[config.mk]
export PLATFORM = sky130hd
export DESIGN_NAME = swap_sched
export DESIGN_NICKNAME = d
export VERILOG_FILES = /design/src/rtl/swap_sched.sv
export SDC_FILE = /design/constraint.sdc
export NUM_CORES = 1
export LEC_CHECK = 0
export CORE_ASPECT_RATIO = 0.9
export CORE_MARGIN = 1
export CORE_UTILIZATION = 49
export CTS_CLUSTER_DIAMETER = 200
export DETAILED_ROUTE_END_ITERATION = 6
export PLACE_DENSITY_LB_ADDON = 0.08
export SYNTH_ARGS = -nofsm -noshare
export SYNTH_HDL_FRONTEND = slang
export SYNTH_SLANG_ARGS = --single-unit
[constraint.sdc]
create_clock -name clk -period 1.45 [get_ports clk]
set_input_delay 0.29 -clock clk [delete_from_list [all_inputs] [get_ports clk]]
set_output_delay 0.29 -clock clk [all_outputs]
set_load 0.01 [all_outputs]
[src/rtl/swap_sched.sv]
// swap_sched: round-robin arbitrated swap engine over a shared register bank,
// swapping two entries through a temp register in three steps.
module swap_sched #(
    parameter int WIDTH = 4,
    parameter int DEPTH = 4,
    parameter int IDXW  = 2
) (
    input  logic             clk,
    input  logic             rst,
    input  logic             req0,
    input  logic [IDXW-1:0]  ia0,
    input  logic [IDXW-1:0]  ib0,
    output logic             done0,
    input  logic             req1,
    input  logic [IDXW-1:0]  ia1,
    input  logic [IDXW-1:0]  ib1,
    output logic             done1,
    input  logic             wr_en,
    input  logic [IDXW-1:0]  wr_idx,
    input  logic [WIDTH-1:0] wr_data,
    input  logic [IDXW-1:0]  rd_idx,
    output logic [WIDTH-1:0] rd_data,
    output logic             busy
);
    typedef enum logic [1:0] {IDLE, LOAD, MOVE, STORE} state_t;
    state_t           r_state, w_next;
    logic [WIDTH-1:0] r_bank [DEPTH];
    logic [WIDTH-1:0] r_temp;
    logic [IDXW-1:0]  r_ia, r_ib;
    logic             r_sel, r_last, r_done0, r_done1;
    logic             w_e0, w_e1, w_grant, w_gsel;
    // a requester still showing its done pulse is not eligible, so it is never re-granted at once
    always_comb begin
        w_e0    = req0 & ~r_done0;
        w_e1    = req1 & ~r_done1;
        w_grant = (r_state == IDLE) & (w_e0 | w_e1);
        w_gsel  = (w_e0 & w_e1) ? ~r_last : w_e1;
        w_next  = (r_state == IDLE) ? (w_grant ? LOAD : IDLE) :
                  (r_state == LOAD) ? MOVE :
                  (r_state == MOVE) ? STORE : IDLE;
    end
    always_ff @(posedge clk or posedge rst) begin
        if (rst)
            r_state <= IDLE;
        else
            r_state <= w_next;
    end
    always_ff @(posedge clk or posedge rst) begin
        if (rst) begin
            for (int k = 0; k < DEPTH; k++) r_bank[k] <= WIDTH'(k + 1);
            r_temp  <= '0;
            r_ia    <= '0;
            r_ib    <= '0;
            r_sel   <= 1'b0;
            r_last  <= 1'b1;
            r_done0 <= 1'b0;
            r_done1 <= 1'b0;
        end else begin
            r_done0 <= (r_state == STORE) & ~r_sel;
            r_done1 <= (r_state == STORE) & r_sel;
            if (r_state == IDLE && wr_en) r_bank[wr_idx] <= wr_data;
            if (w_grant) begin
                r_sel  <= w_gsel;
                r_last <= w_gsel;
                r_ia   <= w_gsel ? ia1 : ia0;
                r_ib   <= w_gsel ? ib1 : ib0;
            end
            if (r_state == LOAD) r_temp <= r_bank[r_ia];
            if (r_state == MOVE) r_bank[r_ia] <= r_bank[r_ib];
            if (r_state == STORE) r_bank[r_ib] <= r_temp;
        end
    end
    assign rd_data = r_bank[rd_idx];
    assign busy    = r_state != IDLE;
    assign done0   = r_done0;
    assign done1   = r_done1;
endmodule

==> run_summary.xml, run 1 <==
<?xml version="1.0" encoding="UTF-8"?>
<metrics>
  <group name="outcome">
    <metric name="result_of_the_run" unit="">finished, violations left</metric>
    <metric name="violated_checks" unit="">setup timing</metric>
  </group>
  <group name="critical_path">
    <metric name="critical_path_buf_inv_count" unit="">1</metric>
    <metric name="slowest_stage" unit="">sky130_fd_sc_hd__mux4_2</metric>
    <metric name="cp_top_family" unit="">multiplexers</metric>
    <metric name="data_required_time_of_the_worst_path" unit="ns">1.16</metric>
    <metric name="critPathMaxFanout" unit="">2</metric>
    <metric name="critical_path_class" unit="">flop to output port</metric>
    <metric name="cp.arrival" unit="ns">1.29</metric>
    <metric name="sort_of_element_at_the_end_of_the_critical_path" unit="">output port</metric>
    <metric name="cp_cell_sequence" unit="">mux4_2 &gt; buf_6</metric>
    <metric name="critical-path-max-stage-delay" unit="ns">0.49</metric>
    <metric name="worstSetupStartpointType" unit="">flop</metric>
  </group>
  <group name="placement">
    <metric name="dp.final_hpwl" unit="mm">4.08</metric>
    <metric name="gp_congestion" unit="">0.883</metric>
    <metric name="placement.setup.worst_slack" unit="ns">-0.796</metric>
    <metric name="buffers_added_on_ports" unit="">27</metric>
    <metric name="place_inst" unit="">270</metric>
  </group>
  <group name="yosys">
    <metric name="synth_top_family_by_area" unit="">multiplexers</metric>
    <metric name="postSynthRegisterBits" unit="">30</metric>
    <metric name="syn-instance-count" unit="">159</metric>
    <metric name="synth-edff-count" unit="">0</metric>
    <metric name="postSynth.asyncResetShare" unit="">1.00</metric>
    <metric name="synth_mux_area_frac" unit="">0.273</metric>
    <metric name="yosys_warnings" unit="">0</metric>
    <metric name="yosys.cell_types.count" unit="">29</metric>
    <metric name="synth-seq-area-share" unit="">0.398</metric>
    <metric name="syn_nets" unit="">185</metric>
    <metric name="synth_area" unit="um^2">1900</metric>
    <metric name="synth-simple-area-share" unit="">0.111</metric>
    <metric name="post_synth_xor_area_fraction" unit="">0</metric>
    <metric name="adder_and_majority_gate_portion_of_the_synthesized_area" unit="">0.0329</metric>
    <metric name="ys.flop_type" unit="">sky130_fd_sc_hd__dfrtp_1</metric>
    <metric name="avgSynthCellArea" unit="um^2">12.0</metric>
    <metric name="fraction_of_the_mapped_netlist_area_in_compound_gates" unit="">0.135</metric>
  </group>
  <group name="cts">
    <metric name="clk_path_buf_depth" unit="">2</metric>
    <metric name="htreeDepth" unit="">2</metric>
    <metric name="worst_skew_pair.late_latency" unit="ns">0.28</metric>
    <metric name="clk_pin_slew_worst_paths" unit="ns">0.07</metric>
    <metric name="clock_sink_count" unit="">30</metric>
    <metric name="holdBufCountCts" unit="">0</metric>
    <metric name="cts_inserted_buffers" unit="">5</metric>
    <metric name="cts.root.buffer_cell" unit="">sky130_fd_sc_hd__clkbuf_8</metric>
    <metric name="tritoncts_clock_tree" unit="">yes</metric>
  </group>
  <group name="final_layout">
    <metric name="post_layout_nonfiller_instances" unit="">285</metric>
    <metric name="synthToLayoutAreaGrowth" unit="%">51.9</metric>
    <metric name="utilization" unit="">0.780</metric>
    <metric name="layout.filler_cells" unit="">231</metric>
    <metric name="fin_nets" unit="">264</metric>
    <metric name="mostFrequentLayoutCells" unit="">42 x sky130_fd_sc_hd__buf_4, 21 x sky130_fd_sc_hd__dfrtp_1, 18 x sky130_fd_sc_hd__mux2i_1, 18 x sky130_fd_sc_hd__clkdlybuf4s50_1, 17 x sky130_fd_sc_hd__nand2_1</metric>
    <metric name="layout.cells.most_common" unit="">sky130_fd_sc_hd__buf_4</metric>
    <metric name="antenna-diode-count" unit="">0</metric>
    <metric name="drive_gt1_frac" unit="">0.523</metric>
  </group>
  <group name="timing">
    <metric name="worst_pin_slew" unit="ns">0.288</metric>
    <metric name="maximum_operating_frequency" unit="MHz">631</metric>
    <metric name="setup_slack" unit="ns">-0.135</metric>
    <metric name="post-route-min-period" unit="ns">1.58</metric>
    <metric name="hold-worst-slack" unit="ns">0.350</metric>
    <metric name="slew_headroom" unit="">0.807</metric>
    <metric name="hold_viol" unit="">0</metric>
    <metric name="finalCritPeriodShare" unit="">1.09</metric>
    <metric name="fin_skew" unit="ns">0.00624</metric>
    <metric name="setup_repair_after_global_routing_missed_its_margin" unit="">yes</metric>
    <metric name="setup-violations-final" unit="">20</metric>
    <metric name="report.final.slew_viol_count" unit="">0</metric>
  </group>
  <group name="drt">
    <metric name="antenna_left" unit="">0</metric>
    <metric name="drt-pass1-iter-count" unit="">4</metric>
    <metric name="via_count" unit="">1720</metric>
    <metric name="route.detailed.wl_per_inst" unit="um">20.8</metric>
    <metric name="post-route-drc-count" unit="">0</metric>
    <metric name="wl" unit="mm">5.93</metric>
    <metric name="detail_route.iter0.violations" unit="">100</metric>
    <metric name="vias_per_cell" unit="">6.04</metric>
  </group>
  <group name="flow_run">
    <metric name="timing.max_cap.violations" unit="">0</metric>
  </group>
  <group name="floorplan">
    <metric name="dieArea" unit="um^2">4140</metric>
    <metric name="io_pins" unit="">28</metric>
    <metric name="starting_density_of_the_core" unit="">0.514</metric>
    <metric name="core_area" unit="um^2">3700</metric>
    <metric name="std_cell_rows" unit="">21</metric>
    <metric name="floorplan.die.width" unit="um">67.7</metric>
    <metric name="fp.dieH" unit="um">61.1</metric>
  </group>
  <group name="grt">
    <metric name="first_global_vias" unit="">1693</metric>
    <metric name="grt_start_max_net_pins" unit="">31</metric>
    <metric name="gr-total-overflow" unit="">0</metric>
    <metric name="grt_pass1_wl" unit="mm">8.30</metric>
    <metric name="groute.usage.overall" unit="">0.294</metric>
    <metric name="number_of_antenna_violations_at_the_first_check_in_global_routing" unit="">0</metric>
  </group>
  <group name="power">
    <metric name="power.density" unit="nW/um^2">2200</metric>
    <metric name="finalPower" unit="mW">6.37</metric>
    <metric name="cellLeakagePower" unit="nW">1.26</metric>
    <metric name="vdd.ir_drop.worst" unit="mV">1.52</metric>
  </group>
  <group name="hold_path">
    <metric name="worstHoldPathType" unit="">input pin to async pin</metric>
  </group>
</metrics>
[flip-flops by register name, indices dropped and copies added (netlist names)]
signal   cells
done0        1
done1        1
r_bank      16
r_ia         2
r_ib         2
r_last       1
r_sel        1
r_state      2
r_temp       4
[synth_stat cells (all sizes together) (2+ instances only)]
| library cell | count | area share |
|---|---|---|
| nand2 | 27 | 0.053 |
| dfrtp | 24 | 0.32 |
| mux2i | 20 | 0.11 |
| o221a | 16 | 0.095 |
| mux4 | 12 | 0.14 |
| buf | 8 | 0.034 |
| o21ai | 8 | 0.021 |
| inv | 7 | 0.014 |
| dfstp | 6 | 0.083 |
| ha | 5 | 0.033 |
| mux2 | 4 | 0.024 |
| a31oi | 3 | 0.0099 |
| nand3 | 3 | 0.0079 |
| nor2b | 3 | 0.0099 |
| nand4b | 2 | 0.0092 |
[what timing repair did]
item / 4_1_cts / 5_1_grt
endpoints found under the setup margin: 26 / 22
pin swaps: 4 / 5
gates resized for setup: 53 / 21
buffers inserted: 4 / 5
[per-stage QoR]
step	setup TNS [ns]	cell area, um^2
detailed placement	-6.76	2560
global route	-2.77	2890
finish	-1.53	2890
floorplan	-0.149	1910
global placement	-5.87	2560
CTS	-0.873	2750
[worst min-delay path, delay by kind of cell]
kind,cells,cell delay (ns)
buf+inv,3,0.69
[where the power goes]
group | internal, mW | switching [mW] | total, mW
combinational | 2.24 | 1.71 | 3.95
sequential | 1.32 | 0.407 | 1.72
clock | 0.382 | 0.311 | 0.693
total | 3.94 | 2.43 | 6.37
[layout make-up]
cell class                      instances  area, um^2  share of cell area
Clock buffer                            7        86.3              0.0299
Clock inverter                          1        5.00             0.00173
Inverter                                7        26.3             0.00909
Multi-Input combinational cell        113        1200               0.417
Sequential cell                        30         762               0.264
Tap cell                               46        57.6              0.0199
Timing Repair Buffer                   81         748               0.259
[cells by family (layout without fill, tap and decap cells)]
kind of cell,after synthesis,count (layout)
adder cells (fa/ha/maj),5,5
AND/OR/NAND/NOR,43,43
multiplexers,36,36
flip-flops,30,30
buffers and inverters,16,96
AO/OA/AOI/OAI,29,29
[layer usage]
layer  track usage  part of all wire  up-vias
met3        0.0667             0.057       16
met2         0.460              0.49       77
met1         0.391              0.43      857
met4         0.137             0.020        0
met5             0                 0        -
li1              -                 -      770
[final timing paths]
| check | slack, ns | end | cells past startpoint | startpoint |
|---|---|---|---|---|
| worst max register to register | -0.10 | r_bank[6] | 8 | r_state[0] |
| worst max-delay path | -0.13 | rd_data[0] | 2 | r_bank[0] |
| min in group clk | 0.46 | done0 | 1 | r_sel |
| max in group asynchronous | 0.86 | r_bank[2] | 3 | rst |
| worst min-delay path | 0.35 | done0 | 3 | rst |
| worst min register to register | 0.46 | done0 | 1 | r_sel |
Power figures use the tool's default switching activity.
==> inputs of run 2 (changes only) <==
Settings changed: CAP_MARGIN from default to 10.
==> results of run 2 <==
Same layout as run 1: the final DEF is identical, and so are final timing and power.
